$ cat config.mk
export PLATFORM = sky130hd
export DESIGN_NAME = alu_seq_flat
export DESIGN_NICKNAME = d
export VERILOG_FILES = /design/src/rtl/alu_pkg.sv /design/src/rtl/alu_if.sv /design/src/rtl/alu_shift_add_mul.sv /design/src/rtl/alu_seq.sv /design/src/flat_wrapper.sv
export SDC_FILE = /design/constraint.sdc
export NUM_CORES = 1
export LEC_CHECK = 0
export BUFFER_PORTS_ARGS = -buffer_cell sky130_fd_sc_hd__buf_2
export CAP_MARGIN = 20
export CORE_MARGIN = 2
export CORE_UTILIZATION = 50
export DETAILED_ROUTE_END_ITERATION = 8
export GPL_TIMING_DRIVEN = 0
export PLACE_DENSITY = 0.71
export REMOVE_ABC_BUFFERS = 1
export SYNTH_ARGS = -nofsm -noshare
export SYNTH_HDL_FRONTEND = slang
export SYNTH_HIERARCHICAL = 1
export SYNTH_SLANG_ARGS = --single-unit
export TNS_END_PERCENT = 50
$ cat constraint.sdc
create_clock -name clk -period 2.95 [get_ports clk]
set_input_delay 0.59 -clock clk [delete_from_list [all_inputs] [get_ports clk]]
set_output_delay 0.59 -clock clk [all_outputs]
set_load 0.03 [all_outputs]
$ cat src/rtl/alu_pkg.sv
// Shared types for the sequential ALU: opcode map, FSM states, multiply opcode.
// Latency: n/a (types and constants only).
// Backpressure: n/a.
package alu_pkg;

    typedef enum logic [3:0] {
        ALU_INC_A  = 4'b0000,
        ALU_INC_B  = 4'b0001,
        ALU_PASS_A = 4'b0010,
        ALU_PASS_B = 4'b0011,
        ALU_DEC_A  = 4'b0100,
        ALU_MUL    = 4'b0101,
        ALU_ADD    = 4'b0110,
        ALU_SUB    = 4'b0111,
        ALU_NOT_A  = 4'b1000,
        ALU_NOT_B  = 4'b1001,
        ALU_AND    = 4'b1010,
        ALU_OR     = 4'b1011,
        ALU_XOR    = 4'b1100,
        ALU_XNOR   = 4'b1101,
        ALU_NAND   = 4'b1110,
        ALU_NOR    = 4'b1111
    } alu_op_e;

    typedef enum logic [1:0] {
        ST_IDLE = 2'd0,
        ST_MUL  = 2'd1,
        ST_DONE = 2'd2
    } alu_state_e;

    localparam alu_op_e OP_MUL = ALU_MUL;

endpackage

$ cat src/rtl/alu_if.sv
// Operand/result handshake bundle between operand fetch and writeback.
// Latency: n/a (wiring only); flag signals exist only with ALU_FLAGS_EN.
// Backpressure: in_valid/in_ready on the operand side, out_valid/out_ready on the result side.
interface alu_if #(
    parameter int WIDTH = 4
);
    logic                 in_valid;
    logic                 in_ready;
    logic [3:0]           op;
    logic [WIDTH-1:0]     a;
    logic [WIDTH-1:0]     b;
    logic                 out_valid;
    logic                 out_ready;
    logic [2*WIDTH-1:0]   y;
`ifdef ALU_FLAGS_EN
    logic                 flag_z;
    logic                 flag_n;
    logic                 flag_v;

    modport master (
        output in_valid, op, a, b, out_ready,
        input  in_ready, out_valid, y, flag_z, flag_n, flag_v
    );
    modport slave (
        input  in_valid, op, a, b, out_ready,
        output in_ready, out_valid, y, flag_z, flag_n, flag_v
    );
`else
    modport master (
        output in_valid, op, a, b, out_ready,
        input  in_ready, out_valid, y
    );
    modport slave (
        input  in_valid, op, a, b, out_ready,
        output in_ready, out_valid, y
    );
`endif
endinterface

$ cat src/rtl/alu_shift_add_mul.sv
// Signed multiplier: magnitude shift-add, one multiplier bit per cycle, sign fixed at the end.
// Latency: WIDTH cycles after start; done/product valid combinationally in the last cycle.
// Backpressure: none; caller must not start while busy and must capture product on done.
module alu_shift_add_mul #(
    parameter int WIDTH = 4
) (
    input  logic                 clk,
    input  logic                 rst,
    input  logic                 start,
    input  logic [WIDTH-1:0]     a,
    input  logic [WIDTH-1:0]     b,
    output logic                 busy,
    output logic                 done,
    output logic [2*WIDTH-1:0]   product
);
    localparam int PW = 2 * WIDTH;
    localparam int CW = $clog2(WIDTH);

    logic [CW-1:0]  cnt_q, cnt_d;
    logic [PW-1:0]  acc_q, acc_d;
    logic [PW-1:0]  mcand_q, mcand_d;
    logic [WIDTH:0] mplier_q, mplier_d;
    logic           neg_q, neg_d;
    logic           busy_q, busy_d;
    logic [PW-1:0]  acc_sum;
    logic [WIDTH:0] mag_a, mag_b;
    logic           last;

    // Extending by one bit first lets -2^(WIDTH-1) negate to its true magnitude.
    function automatic logic [WIDTH:0] magnitude(input logic [WIDTH-1:0] v);
        logic [WIDTH:0] s;
        s = {v[WIDTH-1], v};
        return v[WIDTH-1] ? -s : s;
    endfunction

    always_comb begin
        mag_a    = magnitude(a);
        mag_b    = magnitude(b);
        acc_sum  = acc_q + (mplier_q[0] ? mcand_q : '0);
        last     = busy_q && (cnt_q == CW'(WIDTH - 1));
        cnt_d    = cnt_q;
        acc_d    = acc_q;
        mcand_d  = mcand_q;
        mplier_d = mplier_q;
        neg_d    = neg_q;
        busy_d   = busy_q;
        if (start) begin
            cnt_d    = '0;
            acc_d    = '0;
            mcand_d  = PW'(mag_a);
            mplier_d = mag_b;
            neg_d    = a[WIDTH-1] ^ b[WIDTH-1];
            busy_d   = 1'b1;
        end else if (busy_q) begin
            acc_d    = acc_sum;
            mcand_d  = mcand_q << 1;
            mplier_d = mplier_q >> 1;
            cnt_d    = cnt_q + CW'(1);
            if (last) begin
                busy_d = 1'b0;
                cnt_d  = '0;
            end
        end
    end

    always_ff @(posedge clk) begin
        if (rst) begin
            cnt_q    <= '0;
            acc_q    <= '0;
            mcand_q  <= '0;
            mplier_q <= '0;
            neg_q    <= 1'b0;
            busy_q   <= 1'b0;
        end else begin
            cnt_q    <= cnt_d;
            acc_q    <= acc_d;
            mcand_q  <= mcand_d;
            mplier_q <= mplier_d;
            neg_q    <= neg_d;
            busy_q   <= busy_d;
        end
    end

    assign busy    = busy_q;
    assign done    = last;
    assign product = neg_q ? -acc_sum : acc_sum;

endmodule

$ cat src/rtl/alu_seq.sv
// Registered signed ALU, full-precision 2*WIDTH result; flags only when ALU_FLAGS_EN is defined.
// Latency: result registered at the accept edge; multiply adds WIDTH edges.
// Backpressure: result and flags held while out_ready=0; in_ready follows out_ready in DONE.
module alu_seq
    import alu_pkg::*;
#(
    parameter int WIDTH = 4
) (
    input  logic  clk,
    input  logic  rst,
    alu_if.slave  bus
);
    localparam int YW = 2 * WIDTH;
    localparam int AW = WIDTH + 1;

    alu_state_e         state_q, state_d;
    logic [YW-1:0]      y_q, y_d;
    logic [YW-1:0]      alu_res;
    logic [YW-1:0]      mul_prod;
    logic signed [WIDTH:0] ea, eb, arith;
    logic [WIDTH-1:0]   lres;
    alu_op_e            op_in;
    logic               accept, mul_start, mul_busy, mul_done;
    logic               y_load, y_logic;

    assign op_in = alu_op_e'(bus.op);

    always_comb begin
        ea    = {bus.a[WIDTH-1], bus.a};
        eb    = {bus.b[WIDTH-1], bus.b};
        arith = '0;
        lres  = '0;
        case (op_in)
            ALU_INC_A:  arith = ea + AW'(1);
            ALU_INC_B:  arith = eb + AW'(1);
            ALU_PASS_A: arith = ea;
            ALU_PASS_B: arith = eb;
            ALU_DEC_A:  arith = ea - AW'(1);
            ALU_ADD:    arith = ea + eb;
            ALU_SUB:    arith = ea - eb;
            ALU_NOT_A:  lres  = ~bus.a;
            ALU_NOT_B:  lres  = ~bus.b;
            ALU_AND:    lres  = bus.a & bus.b;
            ALU_OR:     lres  = bus.a | bus.b;
            ALU_XOR:    lres  = bus.a ^ bus.b;
            ALU_XNOR:   lres  = ~(bus.a ^ bus.b);
            ALU_NAND:   lres  = ~(bus.a & bus.b);
            ALU_NOR:    lres  = ~(bus.a | bus.b);
            default:    arith = '0;
        endcase
        alu_res = bus.op[3] ? {{WIDTH{lres[WIDTH-1]}}, lres}
                            : {{(WIDTH-1){arith[WIDTH]}}, arith};
    end

    always_comb begin
        state_d       = state_q;
        y_d           = y_q;
        bus.in_ready  = 1'b0;
        bus.out_valid = 1'b0;
        accept        = 1'b0;
        mul_start     = 1'b0;
        y_load        = 1'b0;
        y_logic       = 1'b0;
        case (state_q)
            ST_IDLE: begin
                bus.in_ready = 1'b1;
                accept       = bus.in_valid;
            end
            ST_MUL: begin
                if (mul_done) begin
                    y_d     = mul_prod;
                    y_load  = 1'b1;
                    state_d = ST_DONE;
                end else if (!mul_busy) begin
                    // Multiplier idle without a result: nothing to wait for.
                    state_d = ST_IDLE;
                end
            end
            ST_DONE: begin
                bus.out_valid = 1'b1;
                bus.in_ready  = bus.out_ready;
                if (bus.out_ready) begin
                    accept = bus.in_valid;
                    if (!bus.in_valid) state_d = ST_IDLE;
                end
            end
            default: state_d = ST_IDLE;
        endcase
        if (accept) begin
            if (op_in == OP_MUL) begin
                mul_start = 1'b1;
                state_d   = ST_MUL;
            end else begin
                y_d     = alu_res;
                y_load  = 1'b1;
                y_logic = bus.op[3];
                state_d = ST_DONE;
            end
        end
    end

    alu_shift_add_mul #(.WIDTH(WIDTH)) u_mul (
        .clk     (clk),
        .rst     (rst),
        .start   (mul_start),
        .a       (bus.a),
        .b       (bus.b),
        .busy    (mul_busy),
        .done    (mul_done),
        .product (mul_prod)
    );

    always_ff @(posedge clk) begin
        if (rst) begin
            state_q <= ST_IDLE;
            y_q     <= '0;
        end else begin
            state_q <= state_d;
            y_q     <= y_d;
        end
    end

    assign bus.y = y_q;

`ifdef ALU_FLAGS_EN
    logic flag_z_q, flag_z_d;
    logic flag_n_q, flag_n_d;
    logic flag_v_q, flag_v_d;
    logic fits;

    // Fits in WIDTH-bit signed when every bit above the WIDTH-bit sign matches it.
    always_comb begin
        fits     = (&y_d[YW-1:WIDTH-1]) | ~(|y_d[YW-1:WIDTH-1]);
        flag_z_d = flag_z_q;
        flag_n_d = flag_n_q;
        flag_v_d = flag_v_q;
        if (y_load) begin
            flag_z_d = (y_d == '0);
            flag_n_d = y_d[YW-1];
            flag_v_d = !y_logic && !fits;
        end
    end

    always_ff @(posedge clk) begin
        if (rst) begin
            flag_z_q <= 1'b0;
            flag_n_q <= 1'b0;
            flag_v_q <= 1'b0;
        end else begin
            flag_z_q <= flag_z_d;
            flag_n_q <= flag_n_d;
            flag_v_q <= flag_v_d;
        end
    end

    assign bus.flag_z = flag_z_q;
    assign bus.flag_n = flag_n_q;
    assign bus.flag_v = flag_v_q;
`endif

endmodule

$ cat src/flat_wrapper.sv
// flat-port wrapper written by rule: the top's interface ports become plain ports
module alu_seq_flat import alu_pkg::*;
#(
    parameter int WIDTH = 4
)
  (clk, rst, bus_in_valid, bus_op, bus_a, bus_b, bus_out_ready, bus_in_ready, bus_out_valid, bus_y);
  alu_if #(.WIDTH(WIDTH)) bus_i ();
  input  logic clk;
  input  logic rst;
  input wire logic [$bits(bus_i.in_valid)-1:0] bus_in_valid;
  input wire logic [$bits(bus_i.op)-1:0] bus_op;
  input wire logic [$bits(bus_i.a)-1:0] bus_a;
  input wire logic [$bits(bus_i.b)-1:0] bus_b;
  input wire logic [$bits(bus_i.out_ready)-1:0] bus_out_ready;
  output wire logic [$bits(bus_i.in_ready)-1:0] bus_in_ready;
  output wire logic [$bits(bus_i.out_valid)-1:0] bus_out_valid;
  output wire logic [$bits(bus_i.y)-1:0] bus_y;
  assign bus_i.in_valid = bus_in_valid;
  assign bus_i.op = bus_op;
  assign bus_i.a = bus_a;
  assign bus_i.b = bus_b;
  assign bus_i.out_ready = bus_out_ready;
  assign bus_in_ready = bus_i.in_ready;
  assign bus_out_valid = bus_i.out_valid;
  assign bus_y = bus_i.y;
  alu_seq #(.WIDTH(WIDTH)) u_core (.clk(clk), .rst(rst), .bus(bus_i));
endmodule
==> metrics.txt, run 1 <==
status=complete, no violations; number of synthesized flops with an enable pin=0; initial antenna violation count=0; vias per inst=5.86; initial core utilization=0.523; Congestion Overflow GR=0; IO Count=26; worst path cell trace=buf_2 > nand2b_4 > or3b_2 > ha_1 > fa_1 > nor2b_1 > o21a_1 > nor3_1 > mux2i_1 > a221oi_1; Register Area=702 sq um; Clock Skew=0.00735 ns; die area=6870 sq um; Leak=0.00144 uW; Routed Antenna Nets=0; setup slack, reg-to-reg=0.20 ns; Flop pwr share=0.450; largest net degree at the start of global routing=31; Max Cap Viol=0; number of global-route vias before repair=2374; total number of vias=2707; Cells after Synth=377; dpl hpwl=5050 um; syn avg cell area=8.26 sq um; Tightest Pin Transition=0.967 ns; CTS Sinks=35; root buf cell=clkbuf_8; # fillers=559; Core Area=5960 sq um; CTS Hold Bufs=0; crit start category=input port; number of diodes=0; Final Setup Violations=0; share of layout cells above drive strength 1=0.140; Crit. Startpoint=bus_op[3]; Required @ worst endpoint=3.09 ns; Routability Congestion=0.919; Pwr Density=330 nW/um^2; clk slew on worst S/H paths=0.07 ns; Buf+Inv Stages, Crit Path=1; Max Clock Freq=351 MHz; Die H=82.9 um; worst r2r path cells=10; CTS Buf Count=5; wire length per cell=15.0 um; first-pass GRT wire length=11500 um; Total Routing Usage GR=0.200; Pint=751 uW; peak supply drop=265 uV; Warnings, synthesis=6; Crit path depth=10; clock latency on the worst-skew pair=0.29 ns; chip width=82.9 um; final wirelength=6940 um; worst hold-check path type=flip-flop to flip-flop; sequential share of the synthesized area=0.225; Final nets=429; Worst EP arrival=2.99 ns; site row count=28; H-tree depth=2; area occupied by multi-input gates=2220 sq um; RSZ-0062 raised after global routing=false; Final Max Tran Viols=0; maximum buffer depth of the clock tree=2; clock share of power=0.317; post-synthesis async set-or-reset flop share=0; pre-CTS setup slack=-0.264 ns; Top FF cell, synth=dfxtp_1; max_slew headroom=0.339; Hold Violations, Final=0; post-route setup slack=0.102 ns; period utilization=0.966; Port Buffer Count=25; CP Capture Type=flip-flop; Switching Share=0.320; Cell variety after synth=67; Iter 0 DRT Violations=159; final hold slack=0.488 ns; Period minus WS final=2.85 ns; delay-heaviest family, CP=simple AND/OR/NAND/NOR gates; DRT Pass-1 Iters=4; Crit-path slowest cell=or3b_2; max incr delay on CP=0.45 ns; reg-to-reg critical path endpoint=u_core/bus.y[7]; Crit Path Category=input port to flip-flop; r2r startpoint=u_core/u_mul/mplier_q[0]; Critical Path Fanout Max=19; CTS tree=yes; post-synthesis register bit count=35; Syn Std Cell Area=3110 sq um; DRC=0; Finished Core Util=0.562; Comb pwr share=0.234; Sw Pwr=354 uW; synthesis-to-finish area growth=7.60%; critical path endpoint=u_core/bus.y[7]
-- worst reg2reg max path, cell delays in order (launching register included) --
cell and delay, ns:
dfxtp_2 0.36, and2_1 0.17, ha_1 0.22, fa_2 0.39, a211o_1 0.33, nand3_1 0.09, nand3b_1 0.16, o41ai_2 0.41
xnor2_1 0.17, mux2i_1 0.09, a221oi_1 0.25
-- what timing repair did --
item	in CTS	in global routing
endpoints found under the setup margin	1	5
buffers inserted	0	1
gates resized for setup	1	8
-- registers in the layout, summed over array words and instances (netlist names) --
signal and cells:
u_core/u_mul/acc_q 8, u_core/u_mul/cnt_q 2, u_core/bus.y 8, u_core/u_mul/busy 1, u_core/u_mul/neg_q 1, u_core/u_mul/mcand_q 8, u_core/u_mul/mplier_q 5, u_core/state_q 2
-- final cells by class --
class,instances,share of cell area
clock buffers,6,0.0217
clock inverters,2,0.00374
inverters,23,0.0258
multi-input cells,294,0.662
flip-flops and latches,35,0.210
well taps,75,0.0280
repair buffers,27,0.0493
-- stage by stage --
stage	TNS (ns)	instance area [sq um]	std cells	total power [uW]
after detailed placement	-1.10	3230	453	761
after floorplan	0	2980	352	671
final	0	3350	462	1100
after CTS	0	3320	461	1110
after global routing	0	3350	462	1160
after global placement	-0.909	3200	452	756
-- cell usage in the layout (no fill, tap or decap), types with 5 or more instances in the layout --
cell,synthesis,routed
a211oi_1,15,15
a21oi_1,15,15
a221oi_1,7,6
and2_1,10,10
buf_2,6,23
clkbuf_8,0,5
dfxtp_1,35,34
ha_1,25,25
inv_1,23,23
mux2i_1,26,26
nand2_1,17,17
nand2b_1,6,6
nand3_1,9,9
nor2_1,38,38
nor2b_1,19,19
nor3_1,7,7
o211ai_1,5,5
o21ai_0,7,7
xnor2_1,18,17
-- cell usage after synthesis (3+ instances only) --
cell type / count / share of area
a2111oi_0: 3 / 0.0084
a211oi_1: 15 / 0.036
a21oi_1: 15 / 0.024
a221oi_1: 7 / 0.020
a31oi_1: 4 / 0.0080
and2_1: 10 / 0.020
buf_1: 4 / 0.0048
buf_2: 6 / 0.0096
buf_6: 3 / 0.011
clkbuf_1: 10 / 0.012
dfxtp_1: 35 / 0.23
ha_1: 25 / 0.10
inv_1: 23 / 0.028
mux2i_1: 26 / 0.084
nand2_1: 17 / 0.020
nand2b_1: 6 / 0.012
nand3_1: 9 / 0.014
nand3b_1: 3 / 0.0072
nor2_1: 38 / 0.046
nor2b_1: 19 / 0.038
nor3_1: 7 / 0.011
o211ai_1: 5 / 0.012
o21ai_0: 7 / 0.011
o22ai_1: 3 / 0.0060
xnor2_1: 18 / 0.051
xor2_1: 3 / 0.0084
-- power groups by stage --
stage | registers, uW | logic (uW) | clock network, uW
after floorplan | 529 | 142 | 0
after global placement | 509 | 247 | 0
after detailed placement | 508 | 253 | 0
after CTS | 497 | 255 | 362
after global routing | 499 | 284 | 376
final | 497 | 258 | 350
-- logic make-up (layout without fill, tap and decap cells) --
family                   after synthesis  count (layout)  synth area share
adder cells (fa/ha/maj)               27              27             0.113
AO/OA/AOI/OAI                         84              84             0.202
AND/OR/NAND/NOR                      134             134             0.238
multiplexers                          27              27            0.0872
XOR/XNOR                              22              22            0.0643
flip-flops                            35              35             0.225
buffers and inverters                 48              58            0.0699
-- routing by layer --
metal / global-route usage / vias to the layer above / wire, um
met4: 0.0596 / 0 / 99
met1: 0.295 / 1256 / 3430
met5: 0 / - / 0
met3: 0.0298 / 9 / 360
li1: - / 1372 / -
met2: 0.299 / 70 / 3050
-- how the worst min path moves through the flow --
stage | to | from | cells past startpoint | slack, ns
floorplan | u_core/u_mul/mplier_q[4] | u_core/u_mul/mplier_q[4] | 1 | 0.46
global placement | u_core/u_mul/mplier_q[4] | u_core/u_mul/mplier_q[4] | 1 | 0.46
detailed placement | u_core/u_mul/acc_q[7] | u_core/u_mul/acc_q[7] | 2 | 0.48
CTS | u_core/u_mul/acc_q[7] | u_core/u_mul/acc_q[7] | 2 | 0.49
global route | u_core/u_mul/mplier_q[4] | u_core/u_mul/mplier_q[4] | 1 | 0.51
finish | u_core/u_mul/acc_q[7] | u_core/u_mul/acc_q[7] | 2 | 0.49
(Power assumes the default switching activity.)
==> inputs of run 2 (changes only) <==
- CORE_ASPECT_RATIO: unset -> 1.4
==> metrics.txt, run 2 (synthesized netlist as in run 1, its figures left out) <==
CTS Buf Count=5; period utilization=0.962; maximum buffer depth of the clock tree=2; Post-Place Cells=450; fin cells=460; Max Clock Freq=352 MHz; Congestion Overflow GR=0; dpl hpwl=5140 um; synthesis-to-finish area growth=8.16%; clk slew on worst S/H paths=0.07 ns; wire length per cell=15.0 um; die area=6880 sq um; Fin Setup TNS=0 ns; worst hold-check path type=flip-flop to flip-flop; final wirelength=6900 um; site row count=34; max incr delay on CP=0.46 ns; number of global-route vias before repair=2571; crit start category=input port; CTS Hold Bufs=0; CTS Sinks=35; Final nets=430; first-pass GRT wire length=11800 um; most frequent cells in the layout=nor2_1, dfxtp_1, mux2i_1, ha_1; worst path cell trace=buf_2 > nand2b_4 > or3b_2 > ha_1 > fa_1 > nor2b_1 > o21a_1 > nor3_1 > mux2i_2 > a221oi_1; Required @ worst endpoint=3.09 ns; Tightest Pin Transition=0.670 ns; chip width=70.7 um; Period minus WS final=2.84 ns; Port Buffer Count=25; CTS tree=yes; delay-heaviest family, CP=simple AND/OR/NAND/NOR gates; Core Area=6130 sq um; Iter 0 DRT Violations=78; max_slew headroom=0.542; initial core utilization=0.508; Crit-path slowest cell=or3b_2; Hold Violations, Final=0; Buf+Inv Stages, Crit Path=1; commonest non-fill, non-tap cell in the layout=nor2_1; root buf cell=clkbuf_8; Clock Skew=0.00473 ns; Crit Path Category=input port to flip-flop; Pwr Density=325 nW/um^2; Final Setup Violations=0; H-tree depth=2; Routed Antenna Nets=0; RSZ-0062 raised after global routing=false; Leak=0.00144 uW; Routability Congestion=0.898; Total Routing Usage GR=0.207; Die H=97.4 um; peak supply drop=212 uV; number of diodes=0; Critical Path Fanout Max=19; vias per inst=5.89; largest net degree at the start of global routing=31; DRC=0; clock latency on the worst-skew pair=0.29 ns; IO Count=26; Final Max Tran Viols=0; CP Capture Type=flip-flop; DRT Pass-1 Iters=4; Max Cap Viol=0; Finished Core Util=0.550; status=complete, no violations; initial antenna violation count=0; total number of vias=2710; share of layout cells above drive strength 1=0.142; Worst EP arrival=2.98 ns
-- run 2: changes by cell type in the layout (fill, tap and decap cells not counted) --
cell | before | now
buf_4 | 2 | 3
dfxtp_1 | 34 | 35
dfxtp_2 | 1 | 0
mux2i_1 | 26 | 25
mux2i_2 | 0 | 1
xnor2_2 | 2 | 1
xnor2_4 | 0 | 1
-- run 2: worst paths after layout --
| path | from | to | slack, ns | cells past startpoint |
|---|---|---|---|---|
| setup / recovery | bus_op[3] | u_core/bus.y[5] | 0.11 | 10 |
| hold / removal | u_core/u_mul/mplier_q[4] | u_core/u_mul/mplier_q[4] | 0.48 | 1 |
| setup reg to reg | u_core/u_mul/mplier_q[0] | u_core/bus.y[7] | 0.18 | 10 |
| hold reg to reg | u_core/u_mul/mplier_q[4] | u_core/u_mul/mplier_q[4] | 0.48 | 1 |
-- run 2: cell type report --
type,count,area (sq um)
Clock buffer,6,72.6
Clock inverter,2,12.5
Fill cell,604,2760
Inverter,23,86.3
Multi-Input combinational cell,294,2230
Sequential cell,35,701
Tap cell,72,90.1
Timing Repair Buffer,28,173
-- run 2: stage by stage --
stage | total power [uW] | worst slack, ns | cell area [sq um] | hold WS [ns]
final | 1090 | 0.113 | 3370 | 0.480
after floorplan | 671 | 0.341 | 2980 | 0.457
after global routing | 1160 | 0.0133 | 3370 | 0.514
after detailed placement | 763 | -0.348 | 3220 | 0.471
after global placement | 754 | -0.284 | 3200 | 0.468
after CTS | 1100 | 0.0264 | 3320 | 0.484
-- run 2: report_power, final --
part	switching [uW]	internal (uW)	leakage (uW)	total, uW
Combinational	160	100	0.00112	260
Sequential	9.67	487	0.000284	497
Clock	172	165	0.0000412	337
Total	342	752	0.00144	1090
-- run 2: worst register-to-register path: stages (launching register included) --
cell and delay, ns:
dfxtp_1 0.38, and2_1 0.19, ha_1 0.22, fa_2 0.41
a211o_1 0.34, nand3_1 0.10, nand3b_1 0.15, o41ai_2 0.40
xnor2_1 0.16, mux2i_1 0.10, a221oi_2 0.23
-- run 2: per-layer routing --
layer  global-route usage  share of wire  up-vias
met2                0.364           0.52       65
met4               0.0813          0.029        0
met3               0.0259          0.032       15
li1                     -              -     1377
met5                    0              0        -
met1                0.250           0.42     1253
-- run 2: repair_timing --
action                                  4_1_cts  5_1_grt
gates resized for setup                       3        6
endpoints found under the setup margin        4        4
pin swaps                                     0        1
buffers inserted                              0        2
hold endpoints to repair                      0        0
==> inputs of run 3 (changes only) <==
- SETUP_SLACK_MARGIN: unset -> 0.2
==> metrics.txt, run 3 (synthesized netlist as in run 1, its figures left out) <==
status=complete, no violations; Max Cap Viol=0; Die H=97.4 um; RSZ-0062 raised after global routing=true; H-tree depth=2; Pwr Density=311 nW/um^2; crit start category=flip-flop; reg-to-reg critical path endpoint=u_core/bus.y[7]; Required @ worst endpoint=3.15 ns; site row count=34; max_slew headroom=0.480; max incr delay on CP=0.38 ns; vias per inst=5.95; dpl hpwl=5140 um; setup slack, reg-to-reg=0.22 ns; synthesis-to-finish area growth=15.0%; post-layout instance area=3580 sq um; root buf cell=clkbuf_8; first-pass GRT wire length=12100 um; largest net degree at the start of global routing=31; Buf+Inv Stages, Crit Path=2; chip width=70.7 um; DRC=0; r2r startpoint=u_core/u_mul/mplier_q[0]; Hold Violations, Final=0; Crit Path Category=flip-flop to flip-flop; Max Clock Freq=366 MHz; Total Routing Usage GR=0.213; CTS tree=yes; final wirelength=7380 um; Routed Antenna Nets=0; CTS Buf Count=5; Hold Path Stages=1; Routability Congestion=0.898; Hold Path Sink=u_core/u_mul/mplier_q[4]; DRT Pass-1 Iters=4; commonest non-fill, non-tap cell in the layout=nor2_1; Iter 0 DRT Violations=88; Core Area=6130 sq um; delay-heaviest family, CP=compound AO/OA/AOI/OAI gates; final hold slack=0.480 ns; share of layout cells above drive strength 1=0.198; Tightest Pin Transition=0.778 ns; initial antenna violation count=0; maximum buffer depth of the clock tree=2; period utilization=0.926; Port Buffer Count=25; Crit-path slowest cell=a211o_1; most frequent cells in the layout=nor2_1, dfxtp_1, mux2i_1; number of global-route vias before repair=2632; total number of vias=2801; Clock Skew=0.00503 ns; Leak=0.00152 uW; Congestion Overflow GR=0; wire length per cell=15.7 um; Final nets=441; Period minus WS final=2.73 ns; IO Count=26; beginning of the worst hold path=u_core/u_mul/mplier_q[4]; CP Capture Type=flip-flop; Final Setup Violations=0; CTS Hold Bufs=0; CTS Sinks=35; die area=6880 sq um; # fillers=579; worst r2r path cells=11; Area after DPL=3220 sq um; clock latency on the worst-skew pair=0.29 ns; Worst EP arrival=2.93 ns; initial core utilization=0.508; peak supply drop=214 uV; Final Max Tran Viols=0; worst hold-check path type=flip-flop to flip-flop; worst path cell trace=buf_12 > and2_4 > fa_2 > a211o_1 > buf_4 > o21ai_2 > xnor2_4 > o41ai_4 > xnor2_1 > mux2i_1 > a221oi_2; number of diodes=0; Critical Path Fanout Max=8; clk slew on worst S/H paths=0.07 ns
run 3: changes by cell type in the layout (fill, tap and decap cells not counted), sizes merged:
cell / previous run / this run
clkbuf: 7 / 8
buf: 27 / 37
run 3: worst max-delay path by stage:
| stage | from | to | slack [ns] | depth (start not counted) |
|---|---|---|---|---|
| 2_1_floorplan | u_core/u_mul/mplier_q[0] | u_core/bus.y[7] | 0.34 | 10 |
| 3_3_place_gp | bus_op[2] | u_core/bus.y[6] | -0.28 | 10 |
| 3_5_place_dp | bus_op[2] | u_core/bus.y[7] | -0.35 | 10 |
| 4_1_cts | u_core/u_mul/mplier_q[0] | u_core/bus.y[7] | 0.20 | 10 |
| 5_1_grt | u_core/u_mul/mplier_q[0] | u_core/bus.y[6] | 0.13 | 11 |
| 6_report | u_core/u_mul/mplier_q[0] | u_core/bus.y[7] | 0.22 | 11 |
run 3: area by class of cell:
class / instances / area, sq um / area share
Multi-Input combinational cell: 294 / 2320 / 0.649
Sequential cell: 35 / 704 / 0.197
Timing Repair Buffer: 39 / 289 / 0.0807
Tap cell: 72 / 90.1 / 0.0252
Inverter: 23 / 86.3 / 0.0241
Clock buffer: 6 / 72.6 / 0.0203
Clock inverter: 2 / 12.5 / 0.00350
run 3: repair_timing:
item	CTS	global route
pin swaps	6	13
cloned	0	0
buffers inserted	4	9
endpoints found under the setup margin	4	5
resized for setup	16	22
run 3: stage by stage:
stage               setup TNS [ns]  power (uW)  setup WS [ns]  utilization  instances
floorplan                        0         671          0.341            -        352
global placement             -1.13         754         -0.284        0.522        449
detailed placement           -1.45         763         -0.348        0.526        450
CTS                              0        1110          0.200        0.557        462
global route                     0        1170          0.127        0.584        471
finish                           0        1110          0.219        0.584        471
run 3: where the power goes:
part	internal (uW)	leakage, uW	switching (uW)
clock	165	0.0000412	175
combinational	111	0.00119	165
sequential	487	0.000285	9.72
run 3: worst register-to-register path, cell delays in order, from the launching register on:
cell,delay [ns]
dfxtp_4,0.36
buf_12,0.13
and2_4,0.16
fa_2,0.37
a211o_1,0.38
buf_4,0.17
o21ai_2,0.10
xnor2_4,0.13
o41ai_4,0.35
xnor2_1,0.16
mux2i_1,0.11
a221oi_2,0.23
run 3: per-layer routing:
layer / vias up / part of all wire / wire length (um) / GRT usage
li1: 1404 / - / - / -
met1: 1319 / 0.42 / 3070 / 0.255
met2: 60 / 0.53 / 3880 / 0.379
met3: 18 / 0.025 / 188 / 0.0270
met4: 0 / 0.034 / 248 / 0.0798
met5: - / 0 / 0 / 0
